<file path="src/rtl/alarm_bank_pkg.sv">
// Shared definitions for the alarm bank: time layout, edit fields, keys, FSM states.
package alarm_bank_pkg;

  // Packed alarm time, MSB first: year, month, day, hour, minute, second
  localparam int unsigned TIME_W    = 52;
  localparam int unsigned YEAR_W    = 14;
  localparam int unsigned MONTH_W   = 6;
  localparam int unsigned FIELD_W   = 8;
  localparam int unsigned SEC_LSB   = 0;
  localparam int unsigned MIN_LSB   = 8;
  localparam int unsigned HOUR_LSB  = 16;
  localparam int unsigned DAY_LSB   = 24;
  localparam int unsigned MONTH_LSB = 32;
  localparam int unsigned YEAR_LSB  = 38;

  typedef struct packed {
    logic [YEAR_W-1:0]  year;
    logic [MONTH_W-1:0] month;
    logic [FIELD_W-1:0] day;
    logic [FIELD_W-1:0] hour;
    logic [FIELD_W-1:0] minute;
    logic [FIELD_W-1:0] sec;
  } alarm_time_t;

  localparam alarm_time_t TIME_RESET = '{year: 14'd2000, month: 6'd1, day: 8'd1,
                                         hour: 8'd0, minute: 8'd0, sec: 8'd0};

  // Cursor positions
  localparam logic [2:0] F_YEAR   = 3'd0;
  localparam logic [2:0] F_MONTH  = 3'd1;
  localparam logic [2:0] F_DAY    = 3'd2;
  localparam logic [2:0] F_HOUR   = 3'd3;
  localparam logic [2:0] F_MIN    = 3'd4;
  localparam logic [2:0] F_SEC    = 3'd5;
  localparam logic [2:0] F_ENABLE = 3'd6;
  localparam logic [2:0] F_SLOT   = 3'd7;

  // Key pulse patterns; anything else is ignored
  localparam logic [3:0] KEY_RIGHT = 4'b1000;
  localparam logic [3:0] KEY_LEFT  = 4'b0100;
  localparam logic [3:0] KEY_PLUS  = 4'b0010;
  localparam logic [3:0] KEY_MINUS = 4'b0001;

  typedef enum logic [1:0] {
    ST_IDLE    = 2'd0,
    ST_RINGING = 2'd1,
    ST_SNOOZE  = 2'd2
  } ring_state_e;

  // Gregorian leap-year rule
  function automatic logic is_leap(input logic [YEAR_W-1:0] year);
    int unsigned y;
    y = 32'(year);
    return ((y % 4) == 0) && (((y % 100) != 0) || ((y % 400) == 0));
  endfunction

  // Number of days in the given month of the given year
  function automatic logic [FIELD_W-1:0] max_day(input logic [YEAR_W-1:0] year,
                                                 input logic [MONTH_W-1:0] month);
    logic [FIELD_W-1:0] d;
    case (month)
      6'd2:                     d = is_leap(year) ? 8'd29 : 8'd28;
      6'd4, 6'd6, 6'd9, 6'd11:  d = 8'd30;
      default:                  d = 8'd31;
    endcase
    return d;
  endfunction

endpackage

</file>
<file path="src/rtl/alarm_ring_fsm.sv">
// Ring sequencer: IDLE / RINGING / SNOOZE with a shared seconds counter.
module alarm_ring_fsm
  import alarm_bank_pkg::*;
#(
  parameter int unsigned SLOT_W     = 2,
  parameter int unsigned RING_SEC   = 30,
  parameter int unsigned SNOOZE_SEC = 300
) (
  input  logic              clk,
  input  logic              rst,
  input  logic              tick_1s,
  input  logic              key_plus,
  input  logic              key_minus,
  input  logic              match_any,
  input  logic [SLOT_W-1:0] match_slot,
  output logic              ring,
  output logic              snoozing,
  output logic [SLOT_W-1:0] ring_slot
);

  localparam int unsigned MAX_SEC = (RING_SEC > SNOOZE_SEC) ? RING_SEC : SNOOZE_SEC;
  localparam int unsigned CNT_W   = $clog2(MAX_SEC + 1);
  localparam logic [CNT_W-1:0] RING_LAST   = CNT_W'(RING_SEC - 1);
  localparam logic [CNT_W-1:0] SNOOZE_LAST = CNT_W'(SNOOZE_SEC - 1);

  ring_state_e      state;
  logic [CNT_W-1:0] sec_cnt;

  // State, seconds counter and registered ring/snooze flags; keys take priority over ticks
  always_ff @(posedge clk or negedge rst) begin
    if (!rst) begin
      state     <= ST_IDLE;
      ring      <= 1'b0;
      snoozing  <= 1'b0;
      ring_slot <= '0;
      sec_cnt   <= '0;
    end else begin
      case (state)
        ST_IDLE: begin
          if (tick_1s && match_any) begin
            state     <= ST_RINGING;
            ring      <= 1'b1;
            ring_slot <= match_slot;
            sec_cnt   <= '0;
          end
        end
        ST_RINGING: begin
          if (key_plus) begin
            state    <= ST_SNOOZE;
            ring     <= 1'b0;
            snoozing <= 1'b1;
            sec_cnt  <= '0;
          end else if (key_minus) begin
            state   <= ST_IDLE;
            ring    <= 1'b0;
            sec_cnt <= '0;
          end else if (tick_1s) begin
            if (sec_cnt == RING_LAST) begin
              state   <= ST_IDLE;
              ring    <= 1'b0;
              sec_cnt <= '0;
            end else begin
              sec_cnt <= sec_cnt + CNT_W'(1);
            end
          end
        end
        ST_SNOOZE: begin
          if (key_minus) begin
            state    <= ST_IDLE;
            snoozing <= 1'b0;
            sec_cnt  <= '0;
          end else if (tick_1s) begin
            if (sec_cnt == SNOOZE_LAST) begin
              state    <= ST_RINGING;
              ring     <= 1'b1;
              snoozing <= 1'b0;
              sec_cnt  <= '0;
            end else begin
              sec_cnt <= sec_cnt + CNT_W'(1);
            end
          end
        end
        default: begin
          state    <= ST_IDLE;
          ring     <= 1'b0;
          snoozing <= 1'b0;
          sec_cnt  <= '0;
        end
      endcase
    end
  end

endmodule

</file>
<file path="src/rtl/alarm_bank.sv">
// Bank of alarm slots with key-driven editing and a ring/snooze sequencer.
module alarm_bank
  import alarm_bank_pkg::*;
#(
  parameter int unsigned NUM_ALARMS = 4,
  parameter int unsigned RING_SEC   = 30,
  parameter int unsigned SNOOZE_SEC = 300,
  parameter int unsigned SLOT_W     = $clog2(NUM_ALARMS)
) (
  input  logic              clk,
  input  logic              rst,
  input  logic              tick_1s,
  input  logic [3:0]        sw_in,
  input  logic [51:0]       cur_time,
  output logic [2:0]        cursor,
  output logic [SLOT_W-1:0] edit_slot,
  output logic [51:0]       edit_alarm,
  output logic              edit_en,
  output logic              blink,
  output logic              ring,
  output logic [SLOT_W-1:0] ring_slot
);

  localparam logic [SLOT_W-1:0] SLOT_LAST = SLOT_W'(NUM_ALARMS - 1);

  alarm_time_t             slot_time [NUM_ALARMS];
  logic [NUM_ALARMS-1:0]   slot_en;
  logic                    snoozing;
  logic                    busy_c;
  logic                    key_right_c, key_left_c, key_plus_c, key_minus_c;
  logic                    edit_field_c, toggle_en_c, clear_en_c;
  alarm_time_t             cur_c, nxt_c;
  logic [FIELD_W-1:0]      day_lim_c, nxt_lim_c;
  logic                    match_any_c;
  logic [SLOT_W-1:0]       match_slot_c;

  // Key decode; plus/minus belong to the sequencer while it is active
  always_comb begin
    busy_c       = ring | snoozing;
    key_right_c  = (sw_in == KEY_RIGHT);
    key_left_c   = (sw_in == KEY_LEFT);
    key_plus_c   = (sw_in == KEY_PLUS);
    key_minus_c  = (sw_in == KEY_MINUS);
    edit_field_c = !busy_c && (key_plus_c || key_minus_c) && (cursor <= F_SEC);
    toggle_en_c  = !busy_c && (key_plus_c || key_minus_c) && (cursor == F_ENABLE);
    clear_en_c   = busy_c && key_minus_c;
  end

  // Cursor, slot selection and blink phase
  always_ff @(posedge clk or negedge rst) begin
    if (!rst) begin
      cursor    <= F_YEAR;
      edit_slot <= '0;
      blink     <= 1'b0;
    end else begin
      if (tick_1s) blink <= ~blink;
      if (key_right_c && cursor != F_SLOT) cursor <= cursor + 3'd1;
      if (key_left_c && cursor != F_YEAR)  cursor <= cursor - 3'd1;
      if (!busy_c && cursor == F_SLOT) begin
        if (key_plus_c)
          edit_slot <= (edit_slot == SLOT_LAST) ? '0 : edit_slot + SLOT_W'(1);
        else if (key_minus_c)
          edit_slot <= (edit_slot == '0) ? SLOT_LAST : edit_slot - SLOT_W'(1);
      end
    end
  end

  // Saturating field step of the edited slot, with day clamped to the month length
  always_comb begin
    cur_c     = slot_time[edit_slot];
    nxt_c     = cur_c;
    day_lim_c = max_day(cur_c.year, cur_c.month);
    if (key_plus_c) begin
      case (cursor)
        F_YEAR:  if (cur_c.year < 14'd9999)  nxt_c.year   = cur_c.year + 14'd1;
        F_MONTH: if (cur_c.month < 6'd12)    nxt_c.month  = cur_c.month + 6'd1;
        F_DAY:   if (cur_c.day < day_lim_c)  nxt_c.day    = cur_c.day + 8'd1;
        F_HOUR:  if (cur_c.hour < 8'd23)     nxt_c.hour   = cur_c.hour + 8'd1;
        F_MIN:   if (cur_c.minute < 8'd59)   nxt_c.minute = cur_c.minute + 8'd1;
        F_SEC:   if (cur_c.sec < 8'd59)      nxt_c.sec    = cur_c.sec + 8'd1;
        default: ;
      endcase
    end else if (key_minus_c) begin
      case (cursor)
        F_YEAR:  if (cur_c.year > 14'd1)     nxt_c.year   = cur_c.year - 14'd1;
        F_MONTH: if (cur_c.month > 6'd1)     nxt_c.month  = cur_c.month - 6'd1;
        F_DAY:   if (cur_c.day > 8'd1)       nxt_c.day    = cur_c.day - 8'd1;
        F_HOUR:  if (cur_c.hour > 8'd0)      nxt_c.hour   = cur_c.hour - 8'd1;
        F_MIN:   if (cur_c.minute > 8'd0)    nxt_c.minute = cur_c.minute - 8'd1;
        F_SEC:   if (cur_c.sec > 8'd0)       nxt_c.sec    = cur_c.sec - 8'd1;
        default: ;
      endcase
    end
    nxt_lim_c = max_day(nxt_c.year, nxt_c.month);
    if (nxt_c.day > nxt_lim_c) nxt_c.day = nxt_lim_c;
  end

  // Slot storage: field edits, enable toggles, and disable on ring dismissal
  always_ff @(posedge clk or negedge rst) begin
    if (!rst) begin
      for (int i = 0; i < int'(NUM_ALARMS); i++) slot_time[i] <= TIME_RESET;
      slot_en <= '0;
    end else begin
      if (edit_field_c) slot_time[edit_slot] <= nxt_c;
      if (toggle_en_c)  slot_en[edit_slot]   <= ~slot_en[edit_slot];
      if (clear_en_c)   slot_en[ring_slot]   <= 1'b0;
    end
  end

  // Lowest-index enabled slot equal to the current time
  always_comb begin
    match_any_c  = 1'b0;
    match_slot_c = '0;
    for (int i = int'(NUM_ALARMS) - 1; i >= 0; i--) begin
      if (slot_en[i] && (slot_time[i] == alarm_time_t'(cur_time))) begin
        match_any_c  = 1'b1;
        match_slot_c = SLOT_W'(i);
      end
    end
  end

  // Registered view of the slot under edit
  always_ff @(posedge clk or negedge rst) begin
    if (!rst) begin
      edit_alarm <= TIME_RESET;
      edit_en    <= 1'b0;
    end else begin
      edit_alarm <= slot_time[edit_slot];
      edit_en    <= slot_en[edit_slot];
    end
  end

  alarm_ring_fsm #(
    .SLOT_W    (SLOT_W),
    .RING_SEC  (RING_SEC),
    .SNOOZE_SEC(SNOOZE_SEC)
  ) u_ring_fsm (
    .clk       (clk),
    .rst       (rst),
    .tick_1s   (tick_1s),
    .key_plus  (key_plus_c),
    .key_minus (key_minus_c),
    .match_any (match_any_c),
    .match_slot(match_slot_c),
    .ring      (ring),
    .snoozing  (snoozing),
    .ring_slot (ring_slot)
  );

endmodule

</file>
<file path="config.mk">
export PLATFORM = sky130hd
export DESIGN_NAME = alarm_bank
export DESIGN_NICKNAME = d
export VERILOG_FILES = /design/src/rtl/alarm_bank_pkg.sv /design/src/rtl/alarm_ring_fsm.sv /design/src/rtl/alarm_bank.sv
export SDC_FILE = /design/constraint.sdc
export NUM_CORES = 1
export LEC_CHECK = 0
export CELL_PAD_IN_SITES_DETAIL_PLACEMENT = 2
export CELL_PAD_IN_SITES_GLOBAL_PLACEMENT = 2
export CORE_MARGIN = 1.5
export CORE_UTILIZATION = 25
export CTS_CLUSTER_DIAMETER = 120
export DETAILED_ROUTE_END_ITERATION = 8
export GPL_TIMING_DRIVEN = 0
export MAX_ROUTING_LAYER = met4
export PLACE_DENSITY_LB_ADDON = 0.05
export SETUP_SLACK_MARGIN = 0.3
export SKIP_CTS_REPAIR_TIMING = 1
export SLEW_MARGIN = 20
export SYNTH_ARGS = -nofsm -noshare
export SYNTH_HDL_FRONTEND = slang
export SYNTH_SLANG_ARGS = --single-unit
</file>
<file path="constraint.sdc">
create_clock -name clk -period 14.3 [get_ports clk]
set_input_delay 4.29 -clock clk [delete_from_list [all_inputs] [get_ports clk]]
set_output_delay 4.29 -clock clk [all_outputs]
set_load 0.05 [all_outputs]
</file>
[Word-level counts from Yosys, hierarchy flattened]
Index checks and enable logic that the tools add are counted.
Word-level totals
  register bits after elaboration: 286
  input port bits: 59
  output and inout port bits: 62
Operators by class
  add/subtract/negate cells: 17
  divide/modulo/power cells: 4
  magnitude comparators: 20
  eq/ne operators: 40
  multiplexer cells: 92
  bitwise operators: 7
  reductions and logical operators: 41
Operators with widths (number)
  2-to-1 mux 52 bit: 5
  bitwise mux 208 bit: 1
  == test 52 bit: 4
  2-to-1 mux 8 bit: 17
  zero test 32 bit: 4
  binary-select mux 52 bit (select 2 bit): 1
  demux 52 bit (select 2 bit): 1
  2-to-1 mux 9 bit: 8
  remainder unit 14 x 7 -> 32 bit, second input constant: 2
  remainder unit 14 x 9 -> 32 bit, second input constant: 2
  nonzero test 32 bit: 2
  2-to-1 mux 14 bit: 4
  adder 8 x 1 -> 8 bit, second input constant: 4
  greater-than comparator 8 x 1 -> 1 bit, second input constant: 4
  2-to-1 mux 2 bit: 16
  subtractor 8 x 1 -> 8 bit, second input constant: 4
  one-hot mux 9 bit (3 select lines): 1
  == test 6 x 3 -> 1 bit, second input constant: 4
  == test 6 x 4 -> 1 bit, second input constant: 4
  2-to-1 mux 6 bit: 4
  2-to-1 mux 1 bit: 21
  logical AND 1 bit: 17
  less-than comparator 8 x 6 -> 1 bit, second input constant: 2
  adder 14 x 1 -> 14 bit, second input constant: 1
  63 further kinds: 88

[Depth between registers and ports, before layout]
Gate-level depths: netlist of the first run.
  depth in word-level cells: 23
  gate-level depth with buffers: 53

[Cells and area by module]
A second synthesis of the first run with hierarchy kept.
Second synthesis, totals
  cell total of the unflattened synthesis: 2241
  area total of the unflattened synthesis: 20544.7 um^2
Modules (own cells, without submodules)
  alarm_bank: times used 1, cells an instance 2141, area each 19567.5 um^2, sequential area each 6831.6 um^2
  alarm_ring_fsm: times used 1, cells an instance 100, area each 977.2 um^2, sequential area each 375.4 um^2

[Worst setup path before layout of the first run]
No wires, ideal clock.
  kind: input to register
  start: input sw_in[0]
  end: register slot_time[76] (netlist name)
  setup time: 85 ps
  data arrival time: 13646 ps
  data required time: 14215 ps
  path slack: 569 ps
  cell stages on the path: 44
  buffers on the path: 3
  cell sequence: nor4b_1 -> nand3_1 -> nor3b_2 -> nand4_1 -> a211oi_1 -> xnor2_1 -> clkbuf_1 -> nor2_1 -> ha_1 -> inv_1 -> nand2_1 -> a2111oi_4 -> o21ba_1 -> o311ai_2 -> mux2i_1 -> buf_2 -> a21oi_1 -> a211oi_2 -> [... 8 more ...] -> a21boi_4 -> xnor2_1 -> ha_1 -> or4_1 -> mux2i_1 -> nor3_2 -> xnor2_1 -> o31ai_1 -> a32oi_1 -> nor3_1 -> o21ai_0 -> ha_1 -> a211oi_1 -> a31o_2 -> nand2_1 -> nor4_1 -> nor3_1 -> mux2_1
On the way
  cells in the longest elaborated chain, start to end: 12
  elaborated cells on any way between the ends: 25
  classes of those cells: div (2); order compare (1); eq/ne (7); mux (6); reduce/logical (9)
Ends and longest elaborated chain
  from (decl): RTL line alarm_bank.sv:13  | input logic [3:0] sw_in,
  == test 4 x 1 -> 1 bit: RTL line alarm_bank.sv:43  | key_minus_c = (sw_in == KEY_MINUS);
  2-to-1 mux 52 bit: RTL line alarm_bank.sv:83  | end else if (key_minus_c) begin
  2-to-1 mux 52 bit: RTL line alarm_bank.sv:73  | if (key_plus_c) begin
  remainder unit 14 x 7 -> 32 bit / remainder unit 14 x 9 -> 32 bit (equally long branches): RTL line alarm_bank_pkg.sv:54  | return ((y % 4) == 0) && (((y % 100) != 0) || ((y % 400) == 0));
  nonzero test 32 bit / zero test 32 bit (equally long branches): RTL line alarm_bank_pkg.sv:54
  logical OR 1 bit: RTL line alarm_bank_pkg.sv:54
  logical AND 1 bit: RTL line alarm_bank_pkg.sv:54
  2-to-1 mux 1 bit: RTL line alarm_bank_pkg.sv:62  | 6'd2: d = is_leap(year) ? 8'd29 : 8'd28;
  one-hot mux 2 bit (2 select lines): RTL line alarm_bank_pkg.sv:61  | case (month)
  greater-than comparator 8 bit: RTL line alarm_bank.sv:95  | if (nxt_c.day > nxt_lim_c) nxt_c.day = nxt_lim_c;
  2-to-1 mux 8 bit: RTL line alarm_bank.sv:95
  bitwise mux 208 bit: RTL line alarm_bank.sv:104  | if (edit_field_c) slot_time[edit_slot] <= nxt_c;
  to (signal, indexed assignment): RTL line alarm_bank.sv:104
  to (decl): RTL line alarm_bank.sv:26  | alarm_time_t slot_time [NUM_ALARMS];
Parallel ways exist; a longest one is shown, timed or not.
A chain may end at the register's enable or synchronous reset.

[Worst setup path in the final report of the first run]
  start: input sw_in[3]
  end: register slot_time[128] (netlist name)
Same word-level chain as after synthesis.

==> impl_metrics.tcl, run 1 <==
set metrics [dict create \
    timing.critical_path.fanout_max 10 \
    ys_types 121 \
    slew_headroom 0.142 \
    netlist_top_cells_count "246 x sky130_fd_sc_hd__dfrtp_1, 229 x sky130_fd_sc_hd__nand2_1, 156 x sky130_fd_sc_hd__o21ai_0" \
    cpPeakStageDelay_ps 430 \
    worst_skew_pair.late_latency_ps 600 \
    drt.antenna.violating_nets 0 \
    critical-path-slowest-cell "sky130_fd_sc_hd__or4_4" \
    yosysTopAreaCell "sky130_fd_sc_hd__dfrtp_1" \
    h-tree-depth 2 \
    gr-usage-met3 0.0235 \
    globalRouteOverflowTotal 0 \
    synth-edff-count 0 \
    first_pass_iters 5 \
    synthToLayoutAreaGrowth_pct 25.3 \
    worst-slew-pin-transition_ps 1280 \
    synth.net_count 2363 \
    p_total_mw 3.38 \
    report.final.setup_viol 0 \
    multiInputGateArea_sq_um 13900 \
    finalCritPeriodShare 0.971 \
    die-area_sq_um 86200 \
    run_status "finished clean" \
    cts_tree "yes" \
    p_per_area_nw_per_um2 128 \
    endpoint_arrival_time_on_the_critical_path_ps 14400 \
    worstHoldPathType "reg -> reg" \
    total_routing_usage_reported_by_global_routing 0.242 \
    achievable-frequency_mhz 72.0 \
    rsz0062_at_grt "yes" \
    initialDrtViolationCount 1010 \
    nFillCells 9183 \
    grt_pass1_vias 20600 \
    wire_length_per_cell_um 28.8 \
    timing.final.crit_period_ps 13880 \
    post_synth_instance_area_sq_um 21100 \
    numCtsBuffers 42 \
    synth-seq-cells 286 \
    grt_util_met1 0.353 \
    ys_seq_area_frac 0.341 \
    die_height_um 294 \
    synth_area_leaders "sky130_fd_sc_hd__dfrtp_1 29%, sky130_fd_sc_hd__xor2_1 5.9%, sky130_fd_sc_hd__mux2_2 5.4%" \
    drive_above_1_share 0.203 \
    synth_largest_type_area_fraction 0.292 \
    cts_sinks 286 \
    hold_viol_final 0 \
    startpoint "sw_in[3]" \
    worst_ep_required_time_ps 14820 \
    worstSetupPathType "in -> reg" \
    worst_setup_hold_path_clk_slew_ps 60 \
    post_synth.cell_area_avg_sq_um 9.35 \
    total_leakage_power_nw 10.9 \
    fin_util 0.317 \
    async_reset_ff_frac 1.00 \
    ys.flop_type "sky130_fd_sc_hd__dfrtp_1" \
    synthesized_netlist_cell_count 2257 \
    largest_net_degree_at_the_start_of_global_routing 72 \
    post-dp-hpwl_um 81100 \
    core_sq_um 83600 \
    die_width_um 294 \
    ctsLongestPathBuffers 3 \
    worst_r2r_startpoint "edit_slot[0]" \
    most_numerous_cell_in_the_yosys_netlist "sky130_fd_sc_hd__dfrtp_1" \
    initial_utilization 0.253 \
    rows 106 \
    placed_area_sq_um 23700 \
    r2r.worst_path.cells 42 \
    reg2reg_to "slot_time[128]" \
    critPathLaunchType "primary input" \
    fin_skew_ps 40.4 \
    antenna_violations_before_repair 5 \
    io_pins 121 \
    finish.net_count 2583 \
    gp_routability_congestion 0.925 \
    post-route-cell-area_sq_um 26400 \
    portBuffers 109 \
    grt_pass1_wl_um 149000 \
    max_vdd_drop_uv 76.7 \
    cts-root-buf "sky130_fd_sc_hd__clkbuf_16" \
    r2r_slack_ps 1520 \
    route.vias.total 19700 \
    grt_most_used_layer "met2" \
    crit_end "slot_time[128]" \
    via_density 5.49 \
    drv.max_cap_violation_count 0 \
    setup.worst_path.end_class "flip-flop" \
    synth_warnings 0 \
    fin_tns_setup_ps 0 \
    drv_slew 0 \
    wirelength_um 103000 \
    area.sequential_sq_um 7210 \
    gr-usage-met2 0.369 \
    drc_errors 0 \
]
[critical path, delay by kind of cell]
family	cells	cell delay, ps
buffers and inverters	9	1390
adders and majority gates	3	840
xor gates and xnor gates	3	510
and+or+nand+nor	15	2750
muxes	3	830
AOI/OAI and AO/OA	17	3770
[report_power, final]
part | internal (mW) | switching (mW) | total, mW
combinational | 0.470 | 0.899 | 1.37
clock | 0.646 | 0.426 | 1.07
sequential | 0.880 | 0.0597 | 0.940
[placed cells by master (no fill, tap or decap), types with 19 or more instances in the layout]
cell,Yosys,routed
sky130_fd_sc_hd__dfrtp_1,246,246
sky130_fd_sc_hd__nand2_1,229,226
sky130_fd_sc_hd__o21ai_0,156,155
sky130_fd_sc_hd__xor2_1,143,138
sky130_fd_sc_hd__nor2_1,112,108
sky130_fd_sc_hd__clkdlybuf4s50_1,0,104
sky130_fd_sc_hd__mux2_2,102,101
sky130_fd_sc_hd__xnor2_1,104,96
sky130_fd_sc_hd__clkbuf_1,88,95
sky130_fd_sc_hd__a21oi_1,85,83
sky130_fd_sc_hd__inv_1,83,82
sky130_fd_sc_hd__buf_4,1,54
sky130_fd_sc_hd__nand3_1,54,52
sky130_fd_sc_hd__mux4_2,51,51
sky130_fd_sc_hd__nor4_1,52,47
sky130_fd_sc_hd__nor3_1,54,46
sky130_fd_sc_hd__ha_1,47,46
sky130_fd_sc_hd__clkbuf_16,0,44
sky130_fd_sc_hd__nand4_1,42,42
sky130_fd_sc_hd__dfstp_2,40,40
sky130_fd_sc_hd__or3_1,28,28
sky130_fd_sc_hd__a31oi_1,26,24
sky130_fd_sc_hd__o22ai_1,25,24
sky130_fd_sc_hd__and2_1,22,22
sky130_fd_sc_hd__mux2i_1,26,20
sky130_fd_sc_hd__o21a_1,22,20
sky130_fd_sc_hd__o211ai_1,19,19
[worst min-delay path by stage]
| stage | from | end | cells after the start |
|---|---|---|---|
| 4_1_cts | blink | blink | 1 |
| 3_3_place_gp | blink | blink | 1 |
| 3_5_place_dp | blink | blink | 1 |
| 2_1_floorplan | slot_time[97] | slot_time[97] | 2 |
| 6_report | blink | blink | 1 |
| 5_1_grt | blink | blink | 1 |
[area by class of cell]
type | instances | share of cell area
sequential | 286 | 0.273
clock buffer | 62 | 0.0460
clock inverter | 13 | 0.00714
antenna | 3 | 0.000284
inverter | 85 | 0.0121
tap | 1080 | 0.0511
multi-input combinational | 1765 | 0.525
buffer | 121 | 0.0204
timing repair buffer | 176 | 0.0652
[per-layer routing]
layer | vias to the layer above | part of all wire
met5 | - | 0
met2 | 338 | 0.45
met4 | 0 | 0.011
met1 | 10500 | 0.50
met3 | 67 | 0.032
li1 | 8780 | -
[registers in the layout (all words and copies together) (netlist names)]
signal                flops
edit_alarm               52
u_ring_fsm.state          2
u_ring_fsm.ring           1
u_ring_fsm.sec_cnt        9
edit_slot                 2
slot_time               208
blink                     1
cursor                    3
u_ring_fsm.ring_slot      2
u_ring_fsm.snoozing       1
edit_en                   1
slot_en                   4
[through the flow]
step / std cells / hold WS [ps] / setup slack, ps
final: 3591 / 476 / 417
after global placement: 3446 / 454 / -4820
after floorplan: 2257 / 466 / 569
after CTS: 3528 / 477 / -3080
after global routing: 3589 / 512 / -85.8
after detailed placement: 3453 / 465 / -3680
[cell families (layout without fill, tap and decap cells)]
group	after synthesis	count (layout)	share of synthesized area
compound gates	569	569	0.190
xor+xnor	250	250	0.105
fa+ha+maj	48	48	0.0283
buf+inv	206	457	0.0389
flops	286	286	0.341
mux	185	185	0.125
other cells	0	3	0
simple gates	713	713	0.172
Note: power is estimated with default switching activity, not from simulation.
==> inputs of run 2 (changes only) <==
CORE_MARGIN = 4   (was 1.5)
CORE_UTILIZATION = 30   (was 25)
==> run 2 against run 1 <==
Net effect: worst setup slack lost 210 ps; power fell by 2.0%; fmax shrank 1.5%; sequential power barely moved; cell count down 4.2%; clock skew shrank 16 ps; clock-buffer cell count decreased by 6; register-to-register slack hardly changed; wire length fell by 3.2%; utilization increased by 6.3 points; combinational power hardly changed; clock power is 5% lower; critical endpoint is now slot_time[76]; highest routed layer unchanged.
==> impl_metrics.tcl, run 2 (synthesis gave the netlist of run 1 again) <==
set metrics [dict create \
    critPathLaunchType "primary input" \
    wire_length_per_cell_um 29.1 \
    drc_errors 0 \
    gr-usage-met2 0.401 \
    regMostFlops "slot_time" \
    slew_headroom 0.224 \
    drive_above_1_share 0.203 \
    worst_ep_required_time_ps 14790 \
    initialDrtViolationCount 1286 \
    core_sq_um 69200 \
    post-dp-hpwl_um 77200 \
    finish.net_count 2582 \
    antenna_violations_before_repair 7 \
    largest_net_degree_at_the_start_of_global_routing 87 \
    drt.antenna.violating_nets 0 \
    globalRouteOverflowTotal 0 \
    endpoint_arrival_time_on_the_critical_path_ps 14580 \
    rsz0062_at_grt "yes" \
    hold_viol_final 0 \
    cpPeakStageDelay_ps 530 \
    report.final.setup_viol 0 \
    drv_slew 0 \
    fin_util 0.379 \
    die_height_um 273 \
    layout_top_registers "slot_time (208), edit_alarm (52), u_ring_fsm.sec_cnt (9)" \
    worst_setup_hold_path_clk_slew_ps 60 \
    worstSetupPathType "in -> reg" \
    worstHoldPathType "reg -> reg" \
    cts_sinks 286 \
    initial_utilization 0.305 \
    worst_r2r_startpoint "edit_slot[0]" \
    setup.worst_path.end_class "flip-flop" \
    run_status "finished clean" \
    numCtsBuffers 39 \
    startpoint "sw_in[2]" \
    largest_register_ffs 208 \
    die-area_sq_um 74700 \
    wirelength_um 100000 \
    fin_skew_ps 24.1 \
    finalCritPeriodShare 0.986 \
    gr-usage-met3 0.0514 \
    grt_pass1_vias 20900 \
    timing.final.crit_period_ps 14100 \
    io_pins 121 \
    cts-root-buf "sky130_fd_sc_hd__clkbuf_16" \
    p_per_area_nw_per_um2 126 \
    drv.max_cap_violation_count 0 \
    reg2reg_to "slot_time[76]" \
    gp_routability_congestion 0.963 \
    die_width_um 273 \
    total_routing_usage_reported_by_global_routing 0.266 \
    via_density 5.75 \
    grt_pass1_wl_um 145000 \
    cts_tree "yes" \
    max_vdd_drop_uv 80.1 \
    h-tree-depth 2 \
    r2r.worst_path.cells 43 \
    timing.critical_path.fanout_max 6 \
    layout.cells.most_common "sky130_fd_sc_hd__dfrtp_1" \
    synthToLayoutAreaGrowth_pct 24.3 \
    most_prevalent_standard_cell_on_the_critical_path "sky130_fd_sc_hd__nor3_4" \
    achievable-frequency_mhz 70.9 \
    ctsLongestPathBuffers 3 \
    grt_most_used_layer "met2" \
    worst_skew_pair.late_latency_ps 580 \
    most_used_cells_in_the_layout_excluding_fill_and_tap_cells "246 x sky130_fd_sc_hd__dfrtp_1, 225 x sky130_fd_sc_hd__nand2_1, 155 x sky130_fd_sc_hd__o21ai_0, 139 x sky130_fd_sc_hd__xor2_1, 108 x sky130_fd_sc_hd__nor2_1" \
    first_pass_iters 5 \
    crit_end "slot_time[76]" \
    p_total_mw 3.31 \
    worst-slew-pin-transition_ps 1150 \
    critical-path-slowest-cell "sky130_fd_sc_hd__o21ai_1" \
    route.vias.total 19800 \
    grt_util_met1 0.374 \
    r2r_slack_ps 1520 \
    portBuffers 109 \
    total_leakage_power_nw 10.9 \
    rows 96 \
]
[run 2: report_power, final]
group / total (mW) / leakage [nW] / switching (mW) / internal [mW]
clock network: 1.02 / 0.634 / 0.412 / 0.607
logic: 1.36 / 6.50 / 0.891 / 0.465
registers: 0.940 / 3.76 / 0.0604 / 0.880
[run 2: final cells by class]
cell class              instances  area, sq um
diodes                          2         5.00
repair buffers                178         1740
flip-flops and latches        286         7210
fillers                      7540        42900
clock buffers                  56         1090
plain buffers                 121          548
multi-input cells            1765        13900
inverters                      85          322
clock inverters                15          220
well taps                     931         1160
[run 2: worst min-delay path by stage]
stage | slack (ps) | start | endpoint | cells past startpoint
floorplan | 470 | slot_time[97] | slot_time[97] | 2
global placement | 460 | blink | blink | 1
detailed placement | 460 | blink | blink | 1
CTS | 480 | blink | blink | 1
global route | 490 | blink | blink | 1
finish | 470 | blink | blink | 1
[run 2: metal layers]
metal  vias to the layer above  part of all wire  routed length (um)
li1                       8760                 -                   -
met1                     10500              0.48               48300
met2                       451              0.44               44400
met3                        98             0.053                5290
met4                         0             0.021                2080
met5                         -                 0                   0
[run 2: per-stage QoR]
stage                     instances  setup WS, ps  setup TNS, ps  instance area (sq um)  hold WS, ps
after floorplan                2257           569              0                  21100          466
after global placement         3297         -4970       -1152430                  23400          457
after detailed placement       3303         -3650         -26810                  23500          464
after CTS                      3374         -3120         -22530                  24800          480
after global routing           3439          -136           -525                  26200          493
final                          3439           205              0                  26200          474
[run 2: critical path, delay by kind of cell]
family / cells / cell delay (ps)
fa+ha+maj: 3 / 800
buf+inv: 7 / 1000
compound gates: 16 / 4160
xor+xnor: 2 / 300
simple gates: 16 / 3260
mux: 3 / 740
